$ cat src/rtl/serial_adder.sv
// rtl/serial_adder.sv - bit-serial full adder, LSB first, one bit per clock
// Start/busy/done handshake; S and COUT only change on completion.
module serial_adder #(
  parameter int WIDTH = 8
) (
  input  logic             CLK,
  input  logic             RST,
  input  logic             START,
  input  logic [WIDTH-1:0] A,
  input  logic [WIDTH-1:0] B,
  input  logic             CIN,
  output logic             BUSY,
  output logic             DONE,
  output logic [WIDTH-1:0] S,
  output logic             COUT
);

  localparam int CNT_W = $clog2(WIDTH) + 1;
  localparam logic [CNT_W-1:0] LAST_BIT = CNT_W'(WIDTH - 1);

  typedef enum logic [1:0] {
    IDLE = 2'd0,
    RUN  = 2'd1,
    FIN  = 2'd2
  } state_t;

  state_t           state_q, state_d;
  logic [WIDTH-1:0] a_sh_q, a_sh_d;
  logic [WIDTH-1:0] b_sh_q, b_sh_d;
  logic [WIDTH-1:0] res_q, res_d;
  logic [WIDTH-1:0] s_q, s_d;
  logic [CNT_W-1:0] cnt_q, cnt_d;
  logic             carry_q, carry_d;
  logic             cout_q, cout_d;
  logic             busy_q, busy_d;
  logic             done_q, done_d;
  logic             sum_bit;
  logic             carry_nxt;
  logic [WIDTH-1:0] res_shifted;

  always_comb begin
    sum_bit     = a_sh_q[0] ^ b_sh_q[0] ^ carry_q;
    carry_nxt   = (a_sh_q[0] & b_sh_q[0]) | (a_sh_q[0] & carry_q) | (b_sh_q[0] & carry_q);
    // Written as shifts so that WIDTH = 1 needs no special-case slicing.
    res_shifted = (res_q >> 1) | (WIDTH'(sum_bit) << (WIDTH - 1));

    state_d = state_q;
    a_sh_d  = a_sh_q;
    b_sh_d  = b_sh_q;
    res_d   = res_q;
    s_d     = s_q;
    cnt_d   = cnt_q;
    carry_d = carry_q;
    cout_d  = cout_q;
    busy_d  = busy_q;
    done_d  = 1'b0;

    case (state_q)
      IDLE, FIN: begin
        if (START) begin
          a_sh_d  = A;
          b_sh_d  = B;
          carry_d = CIN;
          res_d   = '0;
          cnt_d   = '0;
          busy_d  = 1'b1;
          state_d = RUN;
        end else begin
          busy_d  = 1'b0;
          state_d = IDLE;
        end
      end
      RUN: begin
        a_sh_d  = a_sh_q >> 1;
        b_sh_d  = b_sh_q >> 1;
        carry_d = carry_nxt;
        res_d   = res_shifted;
        cnt_d   = cnt_q + CNT_W'(1);
        if (cnt_q == LAST_BIT) begin
          s_d     = res_shifted;
          cout_d  = carry_nxt;
          busy_d  = 1'b0;
          done_d  = 1'b1;
          state_d = FIN;
        end
      end
      default: begin
        busy_d  = 1'b0;
        state_d = IDLE;
      end
    endcase
  end

  always_ff @(posedge CLK) begin
    if (RST) begin
      state_q <= IDLE;
      a_sh_q  <= '0;
      b_sh_q  <= '0;
      res_q   <= '0;
      s_q     <= '0;
      cnt_q   <= '0;
      carry_q <= 1'b0;
      cout_q  <= 1'b0;
      busy_q  <= 1'b0;
      done_q  <= 1'b0;
    end else begin
      state_q <= state_d;
      a_sh_q  <= a_sh_d;
      b_sh_q  <= b_sh_d;
      res_q   <= res_d;
      s_q     <= s_d;
      cnt_q   <= cnt_d;
      carry_q <= carry_d;
      cout_q  <= cout_d;
      busy_q  <= busy_d;
      done_q  <= done_d;
    end
  end

  assign BUSY = busy_q;
  assign DONE = done_q;
  assign S    = s_q;
  assign COUT = cout_q;

endmodule

$ cat config.mk
export PLATFORM = sky130hd
export DESIGN_NAME = serial_adder
export DESIGN_NICKNAME = d
export VERILOG_FILES = /design/src/rtl/serial_adder.sv
export SDC_FILE = /design/constraint.sdc
export NUM_CORES = 1
export LEC_CHECK = 0
export ABC_AREA = 1
export CAP_MARGIN = 20
export CORE_AREA = 5 5 86 88
export CTS_CLUSTER_SIZE = 30
export DETAILED_ROUTE_END_ITERATION = 6
export DIE_AREA = 0 0 91 93
export PLACE_DENSITY = 0.6
export SETUP_SLACK_MARGIN = 0.3
export SYNTH_ARGS = -nofsm -noshare
export SYNTH_HDL_FRONTEND = slang
export SYNTH_SLANG_ARGS = --single-unit
$ cat constraint.sdc
create_clock -name CLK -period 2.3 [get_ports CLK]
set_input_delay 0.345 -clock CLK [delete_from_list [all_inputs] [get_ports CLK]]
set_output_delay 0.345 -clock CLK [all_outputs]
set_load 0.01 [all_outputs]
Yosys cells after proc, flatten, opt, wreduce, memory -nomap -nowiden
Cells that the tools add are included.
{"block": "op_classes", "n_addsub": 1, "n_bitwise": 9, "eq_ne": 5, "reduce_logical": 6, "muxes": 17}
{"op": "8-bit one-hot mux with 2 select lines", "count": 3}
{"op": "8-bit 2-to-1 mux", "count": 3}
{"op": "7-bit by 8-bit bitwise OR with 8-bit output", "count": 1}
{"op": "4-bit one-hot mux with 2 select lines", "count": 1}
{"op": "1-bit 2-to-1 mux", "count": 5}
{"op": "4-bit by 1-bit adder with 4-bit output, second input constant", "count": 1}
{"op": "4-bit by 3-bit equality test with 1-bit output, second input constant", "count": 1}
{"op": "4-bit 2-to-1 mux", "count": 1}
{"op": "2-bit inequality test, second input constant", "count": 2}
{"op": "1-bit one-hot mux with 2 select lines", "count": 2}
{"op": "2-bit one-hot mux with 2 select lines", "count": 1}
{"op": "2-bit AND reduction", "count": 2}
{"op": "2-bit OR reduction", "count": 2}
{"op": "1-bit AND", "count": 3}
{"op": "2-bit by 1-bit equality test with 1-bit output, second input constant", "count": 1}
{"op": "2-bit equality test, second input constant", "count": 1}
{"op": "2-bit zero test", "count": 1}
{"op": "2-bit 2-to-1 mux", "count": 1}
{"op": "1-bit bitwise OR", "count": 2}
{"op": "2-bit nonzero test", "count": 1}
{"op": "1-bit bitwise XOR", "count": 2}
{"op": "1-bit inverter", "count": 1}
{"block": "totals", "input_bits": 20, "word_cells": 48, "reg_bits": 42}

Logic depth before layout (Yosys ltp)
Gate-level depths: netlist of run 1.
{"block": "depth", "depth_word": 4, "depth_mapped": 7, "mapped_depth_nobuf": 6}

Worst setup path before layout of run 1
Ideal clock, no wire load.
{"block": "synth_path", "kind": "register to register", "start": "reg cnt_q[0]", "end": "reg cout_q (netlist: COUT)", "n_path_buf": 0, "setup_time_ps": 114, "t_arrival_ps": 1011, "synth_period_minus_slack_ps": 1125, "stages_incl_launch_ff": 7, "path_slack_ps": 1175, "path_cell_list": "dfxtp_1 ha_1 nand2_1 nor2_1 nand2_2 nand3_1 nand2_1"}
{"block": "synth_via", "elab_chain_len": 2}
{"element": "start, declared", "line_no": "32", "source": "logic [CNT_W-1:0] cnt_q, cnt_d;"}
{"element": "start signal, assigned", "line_no": "112", "source": "cnt_q <= cnt_d;"}
{"element": "4-bit by 3-bit equality test with 1-bit output", "line_no": "79", "source": "if (cnt_q == LAST_BIT) begin"}
{"element": "2-bit AND reduction (no source line)"}
{"element": "end signal, assigned", "line_no": "114", "source": "cout_q <= cout_d;"}
{"element": "end, declared", "line_no": "34", "source": "logic cout_q, cout_d;"}
No other way between the ends.
A chain may end at the register's enable or synchronous reset.

Worst setup path in the final report of run 1
{"block": "layout_path", "start": "reg busy_q (netlist: BUSY)", "end": "out BUSY"}
{"element": "start, declared", "line_no": "35", "source": "logic busy_q, busy_d;"}
{"element": "start signal, assigned", "line_no": "115", "source": "busy_q <= busy_d;"}
{"element": "end, declared", "line_no": "12", "source": "output logic BUSY,"}
No word-level cell between the ends.

==> results.sh, run 1 <==
export IMPL_status="finished, final reports clean"
export IMPL_max_freq_ghz=0.591
export IMPL_min_path_type="register to register"
export IMPL_grt_pass1_vias=1692
export IMPL_timing_final_crit_share=0.735
export IMPL_final_cell_area_um2=2330
export IMPL_routed_wl_um=4490
export IMPL_syn_inst=243
export IMPL_place_inst=341
export IMPL_synth_xor_area_frac=0
export IMPL_antenna_found_initial=0
export IMPL_syn_area_um2=1910
export IMPL_finalHoldViolCount=0
export IMPL_cp_top_family="buffers and inverters"
export IMPL_ys_seq_area_frac=0.419
export IMPL_maxCapViolCount=0
export IMPL_hold_slack_ps=475
export IMPL_die_h_um=93
export IMPL_fin_total_pwr_mw=1.50
export IMPL_drc=0
export IMPL_grt_max_degree=29
export IMPL_grt_ovfl_total=0
export IMPL_rows=30
export IMPL_num_vias=1678
export IMPL_dr_pass1_iters=4
export IMPL_clkPwrFrac=0.381
export IMPL_timing_final_ws_setup_ps=608
export IMPL_area_growth_pct=22.1
export IMPL_rsz0062_at_grt="false"
export IMPL_cp_data_arrival_time_ps=1350
export IMPL_synth_compound_area_frac=0.0983
export IMPL_postPlaceCellArea_um2=2220
export IMPL_cp_depth=1
export IMPL_power_frac_seq=0.491
export IMPL_synth_seq_cells=40
export IMPL_end_kind="primary output"
export IMPL_regArea_um2=801
export IMPL_critPathLaunchType="register"
export IMPL_p_int_mw=1.12
export IMPL_cts_tree="done"
export IMPL_crit_fanout=4
export IMPL_num_nets_final=290
export IMPL_detailedPlace_worstSlack_ps=599
export IMPL_cts_hold_buf=0
export IMPL_fillCellCount=692
export IMPL_p_leak_nw=0.887
export IMPL_syn_area_per_cell_um2=7.86
export IMPL_drive_gt1_frac=0.149
export IMPL_yosys_warnings=0
export IMPL_dieArea_um2=8460
export IMPL_slowest_stage="clkdlybuf4s50_1"
export IMPL_slew_violations=0
export IMPL_tightest_slew_ps=567
export IMPL_clkLatencyLatePin_ps=300
export IMPL_path_clk_slew_ps=80
export IMPL_vias_per_cell=4.81
export IMPL_initial_core_util=0.291
export IMPL_final_setup_tns_ps=0
export IMPL_period_needed_ps=1690
export IMPL_required_ps=1960
export IMPL_setup_viol_count_final=0
export IMPL_routedWlPerCell_um=12.9
export IMPL_pwr_share_comb=0.128
export IMPL_synth_top_family_by_area="simple AND/OR/NAND/NOR gates"
export IMPL_syn_num_nets=265
export IMPL_multi_input_area_um2=895
export IMPL_synth_distinct_cells=21
export IMPL_synth_mux_area_frac=0
export IMPL_portBuffers=30
export IMPL_crit_buf_inv=1
export IMPL_coreArea_um2=6570
export IMPL_synthSimpleGateAreaFrac=0.353
export IMPL_cts_sinks=40
export IMPL_io_pins=31
export IMPL_gp_congestion=0.772
export IMPL_antenna_cells=0
export IMPL_place_hpwl_um=2830
export IMPL_instances_no_fill=349
export IMPL_rr_worst_depth=5
export IMPL_powerDensity_nw_per_um2=644
export IMPL_ant_nets=0
export IMPL_cts_buffer_depth=2
export IMPL_slowest_delay_ps=590
export IMPL_cts_root_buffer_cell="clkbuf_8"
export IMPL_crit_chain="clkdlybuf4s50_1"
export IMPL_cts_buffers_inserted=5
export IMPL_critPathKind="register to primary output"
export IMPL_maxSlewHeadroom=0.622
export IMPL_grt_pass1_wl_um=7680
export IMPL_synthAdderAreaFrac=0.0170
export IMPL_power_switching_mw=0.384
export IMPL_swShare=0.255
export IMPL_hold_path_cell_count=2
export IMPL_fin_util=0.355
export IMPL_die_w_um=91
export IMPL_peakVddDrop_mv=0.283
export IMPL_finClkSkew_ps=6.07
export IMPL_post_cts_buffers=0
export IMPL_grt_usage=0.110
export IMPL_htree_levels=2
export IMPL_cts_resized=0
export IMPL_drt_iter0_drc=87
-- power by group through the flow --
stage / clock, mW / sequential, mW / combinational, mW
after floorplan: 0 / 0.748 / 0.146
after global placement: 0 / 0.753 / 0.193
after detailed placement: 0 / 0.753 / 0.192
after CTS: 0.590 / 0.737 / 0.194
after global routing: 0.609 / 0.740 / 0.217
final: 0.571 / 0.737 / 0.193
-- cell usage after synthesis --
| cell | count | area share |
|---|---|---|
| nand3_1 | 67 | 0.18 |
| dfxtp_1 | 40 | 0.42 |
| nand2_1 | 39 | 0.077 |
| inv_1 | 20 | 0.039 |
| a21oi_1 | 18 | 0.047 |
| nor2_1 | 11 | 0.022 |
| a21oi_2 | 10 | 0.046 |
| nand3_2 | 9 | 0.047 |
| buf_2 | 7 | 0.018 |
| buf_4 | 4 | 0.016 |
| buf_6 | 3 | 0.018 |
| nand2_2 | 3 | 0.0098 |
| clkbuf_1 | 2 | 0.0039 |
| nor2_4 | 2 | 0.012 |
| o21ai_0 | 2 | 0.0052 |
| buf_12 | 1 | 0.010 |
| fa_1 | 1 | 0.010 |
| ha_1 | 1 | 0.0066 |
| inv_2 | 1 | 0.0020 |
| inv_6 | 1 | 0.0046 |
| nand2_8 | 1 | 0.010 |
-- cell families (layout without fill, tap and decap cells) --
kind of cell | after synthesis | after routing
adder cells (fa/ha/maj) | 2 | 2
buffers and inverters | 39 | 65
AND/OR/NAND/NOR | 132 | 132
AO/OA/AOI/OAI | 30 | 30
flip-flops | 40 | 40
-- sequential cells by signal, summed over array words and instances, names as in the netlist --
name,flops
COUT,1
carry_q,1
state_q,1
BUSY,1
S,8
a_sh_q,8
b_sh_q,8
cnt_q,4
DONE,1
res_q,7
-- path summary, 6_finish.rpt --
path              startpoint        end  slack, ps
setup / recovery        BUSY       BUSY        610
hold reg to reg    a_sh_q[7]  a_sh_q[7]        480
hold / removal     a_sh_q[7]  a_sh_q[7]        480
setup reg to reg  state_q[1]       S[0]        720
-- area by class of cell --
cell class	count	area share
multi-input combinational	164	0.384
sequential	40	0.343
timing repair buffer	35	0.145
tap	80	0.0429
inverter	22	0.0376
clock buffer	5	0.0295
clock inverter	3	0.0182
-- cells in the final DEF, fill, tap and decap left out, types with 3 or more instances in the layout --
cell / instances
nand3_1: 67
dfxtp_1: 40
nand2_1: 39
clkdlybuf4s50_1: 30
inv_1: 20
a21oi_1: 18
nor2_1: 11
a21oi_2: 10
nand3_2: 9
clkbuf_8: 5
buf_4: 5
nand2_2: 3
-- per-layer routing --
metal | track usage | up-vias | part of all wire
met4 | 0.0403 | 0 | 0.013
met2 | 0.180 | 42 | 0.45
li1 | - | 851 | -
met3 | 0.0282 | 7 | 0.050
met5 | 0 | - | 0
met1 | 0.141 | 778 | 0.49
(Power assumes the default switching activity.)
==> run 2, diff against run 1 <==
==> constraint.sdc (replaced) <==
create_clock -name CLK -period 1.6 [get_ports CLK]
set_input_delay 0.24 -clock CLK [delete_from_list [all_inputs] [get_ports CLK]]
set_output_delay 0.24 -clock CLK [all_outputs]
set_load 0.01 [all_outputs]
==> run 2 against run 1 <==
  * Worst hold slack got worse by 13 ps
  * Largest power group unchanged
  * Worst setup slack got worse by 230 ps
  * Flip-flop and latch count unchanged
  * Sequential share of layout area decreased by 0.44 points
  * Die area unchanged
  * Wire length decreased by 1.5%
  * Cell area increased by 2.3%
==> results.sh, run 2 (synthesized netlist as in run 1, its figures left out) <==
export IMPL_status="finished, final reports clean"
export IMPL_powerDensity_nw_per_um2=905
export IMPL_regArea_um2=808
export IMPL_num_nets_final=294
export IMPL_routed_wl_um=4420
export IMPL_min_path_type="register to register"
export IMPL_period_needed_ps=1220
export IMPL_peakVddDrop_mv=0.421
export IMPL_grt_usage=0.112
export IMPL_power_switching_mw=0.538
export IMPL_min_delay_start="cnt_q[0]"
export IMPL_place_hpwl_um=2980
export IMPL_cp_data_arrival_time_ps=980
export IMPL_initial_core_util=0.291
export IMPL_cts_sinks=40
export IMPL_drc=0
export IMPL_crit_fanout=5
export IMPL_crit_buf_inv=1
export IMPL_coreArea_um2=6570
export IMPL_hold_slack_ps=462
export IMPL_finClkSkew_ps=4.17
export IMPL_r2r_slack_ps=410
export IMPL_fillCellCount=705
export IMPL_max_freq_ghz=0.822
export IMPL_area_growth_pct=24.9
export IMPL_p_leak_nw=0.962
export IMPL_final_cell_mix="nand3_1, nand2_1, dfxtp_1, inv_1, clkdlybuf4s50_1"
export IMPL_dr_pass1_iters=4
export IMPL_maxCapViolCount=0
export IMPL_tightest_slew_ps=265
export IMPL_cts_root_buffer_cell="clkbuf_8"
export IMPL_final_setup_tns_ps=0
export IMPL_antenna_cells=0
export IMPL_crit_chain="dlygate4sd2_1"
export IMPL_required_ps=1360
export IMPL_power_frac_seq=0.492
export IMPL_rsz0062_at_grt="true"
export IMPL_grt_pass1_wl_um=7860
export IMPL_use_met1=0.151
export IMPL_routedWlPerCell_um=12.5
export IMPL_portBuffers=30
export IMPL_finalHoldViolCount=0
export IMPL_slowest_stage="dfxtp_4"
export IMPL_die_w_um=91
export IMPL_ant_nets=0
export IMPL_cp_top_family="flip-flops"
export IMPL_cts_tree="done"
export IMPL_clkLatencyLatePin_ps=290
export IMPL_grt_use_met3=0.0314
export IMPL_vias_per_cell=4.64
export IMPL_cts_buffers_inserted=5
export IMPL_antenna_found_initial=0
export IMPL_cts_buffer_depth=2
export IMPL_path_clk_slew_ps=80
export IMPL_drive_gt1_frac=0.179
export IMPL_p_int_mw=1.62
export IMPL_grt_pass1_vias=1666
export IMPL_timing_final_crit_share=0.761
export IMPL_r2r_start="BUSY"
export IMPL_slew_violations=0
export IMPL_multi_input_area_um2=916
export IMPL_rows=30
export IMPL_num_vias=1637
export IMPL_drt_iter0_drc=55
export IMPL_clkPwrFrac=0.374
export IMPL_swShare=0.249
export IMPL_io_pins=31
export IMPL_critPathKind="register to primary output"
export IMPL_dieArea_um2=8460
export IMPL_critPathLaunch="BUSY"
export IMPL_pwr_share_comb=0.135
export IMPL_setup_viol_count_final=0
export IMPL_critPathLaunchType="register"
export IMPL_globalRoute_busiestLayer="met2"
export IMPL_die_h_um=93
export IMPL_end_kind="primary output"
export IMPL_maxSlewHeadroom=0.823
export IMPL_post_cts_buffers=0
export IMPL_layout_commonest_cell="nand3_1"
export IMPL_gp_congestion=0.741
export IMPL_slowest_delay_ps=410
export IMPL_grt_ovfl_total=0
export IMPL_met2_usage=0.175
export IMPL_grt_max_degree=29
export IMPL_htree_levels=2
[run 2: worst paths after layout]
kind / depth (start not counted) / end
worst min-delay path: 1 / cnt_q[0]
worst max-delay path: 1 / BUSY
worst min register to register: 1 / cnt_q[0]
worst max register to register: 5 / res_q[5]
[run 2: power groups by stage]
| stage | combinational, mW | sequential (mW) | clock, mW |
|---|---|---|---|
| detailed placement | 0.289 | 1.08 | 0 |
| global placement | 0.288 | 1.08 | 0 |
| finish | 0.291 | 1.06 | 0.807 |
| floorplan | 0.211 | 1.08 | 0 |
| CTS | 0.291 | 1.06 | 0.837 |
| global route | 0.326 | 1.07 | 0.886 |
[run 2: timing repair]
item                       CTS  global route
gates resized for setup     14            10
cloned                       0             1
pin swaps                    0             0
setup endpoints to repair   42            33
hold buffers                 0             0
[run 2: cell type report]
| class | instances | share of cell area |
|---|---|---|
| Multi-Input combinational cell | 165 | 0.384 |
| Sequential cell | 40 | 0.339 |
| Timing Repair Buffer | 38 | 0.152 |
| Tap cell | 80 | 0.0420 |
| Inverter | 22 | 0.0378 |
| Clock buffer | 6 | 0.0304 |
| Clock inverter | 2 | 0.0147 |
[run 2: per-stage QoR]
stage               total power [mW]   util  setup WS [ps]  instance area, µm²  std cells
global placement                1.37  0.343            177                2260        344
floorplan                       1.29      -            475                1910        243
CTS                             2.19  0.359            291                2360        352
detailed placement              1.37  0.343            164                2260        344
global route                    2.28  0.363            294                2380        353
finish                          2.16  0.363            383                2380        353
[run 2: layer usage]
| layer | vias to the layer above | part of all wire |
|---|---|---|
| met2 | 29 | 0.44 |
| li1 | 865 | - |
| met1 | 739 | 0.51 |
| met4 | 0 | 0.0075 |
| met3 | 4 | 0.046 |
| met5 | - | 0 |
[run 2: worst reg2reg max path: cells and delay by family (launching register included)]
family	cells	cell delay, ps
flip-flops	1	410
AND/OR/NAND/NOR	2	300
buffers and inverters	2	280
AO/OA/AOI/OAI	1	140
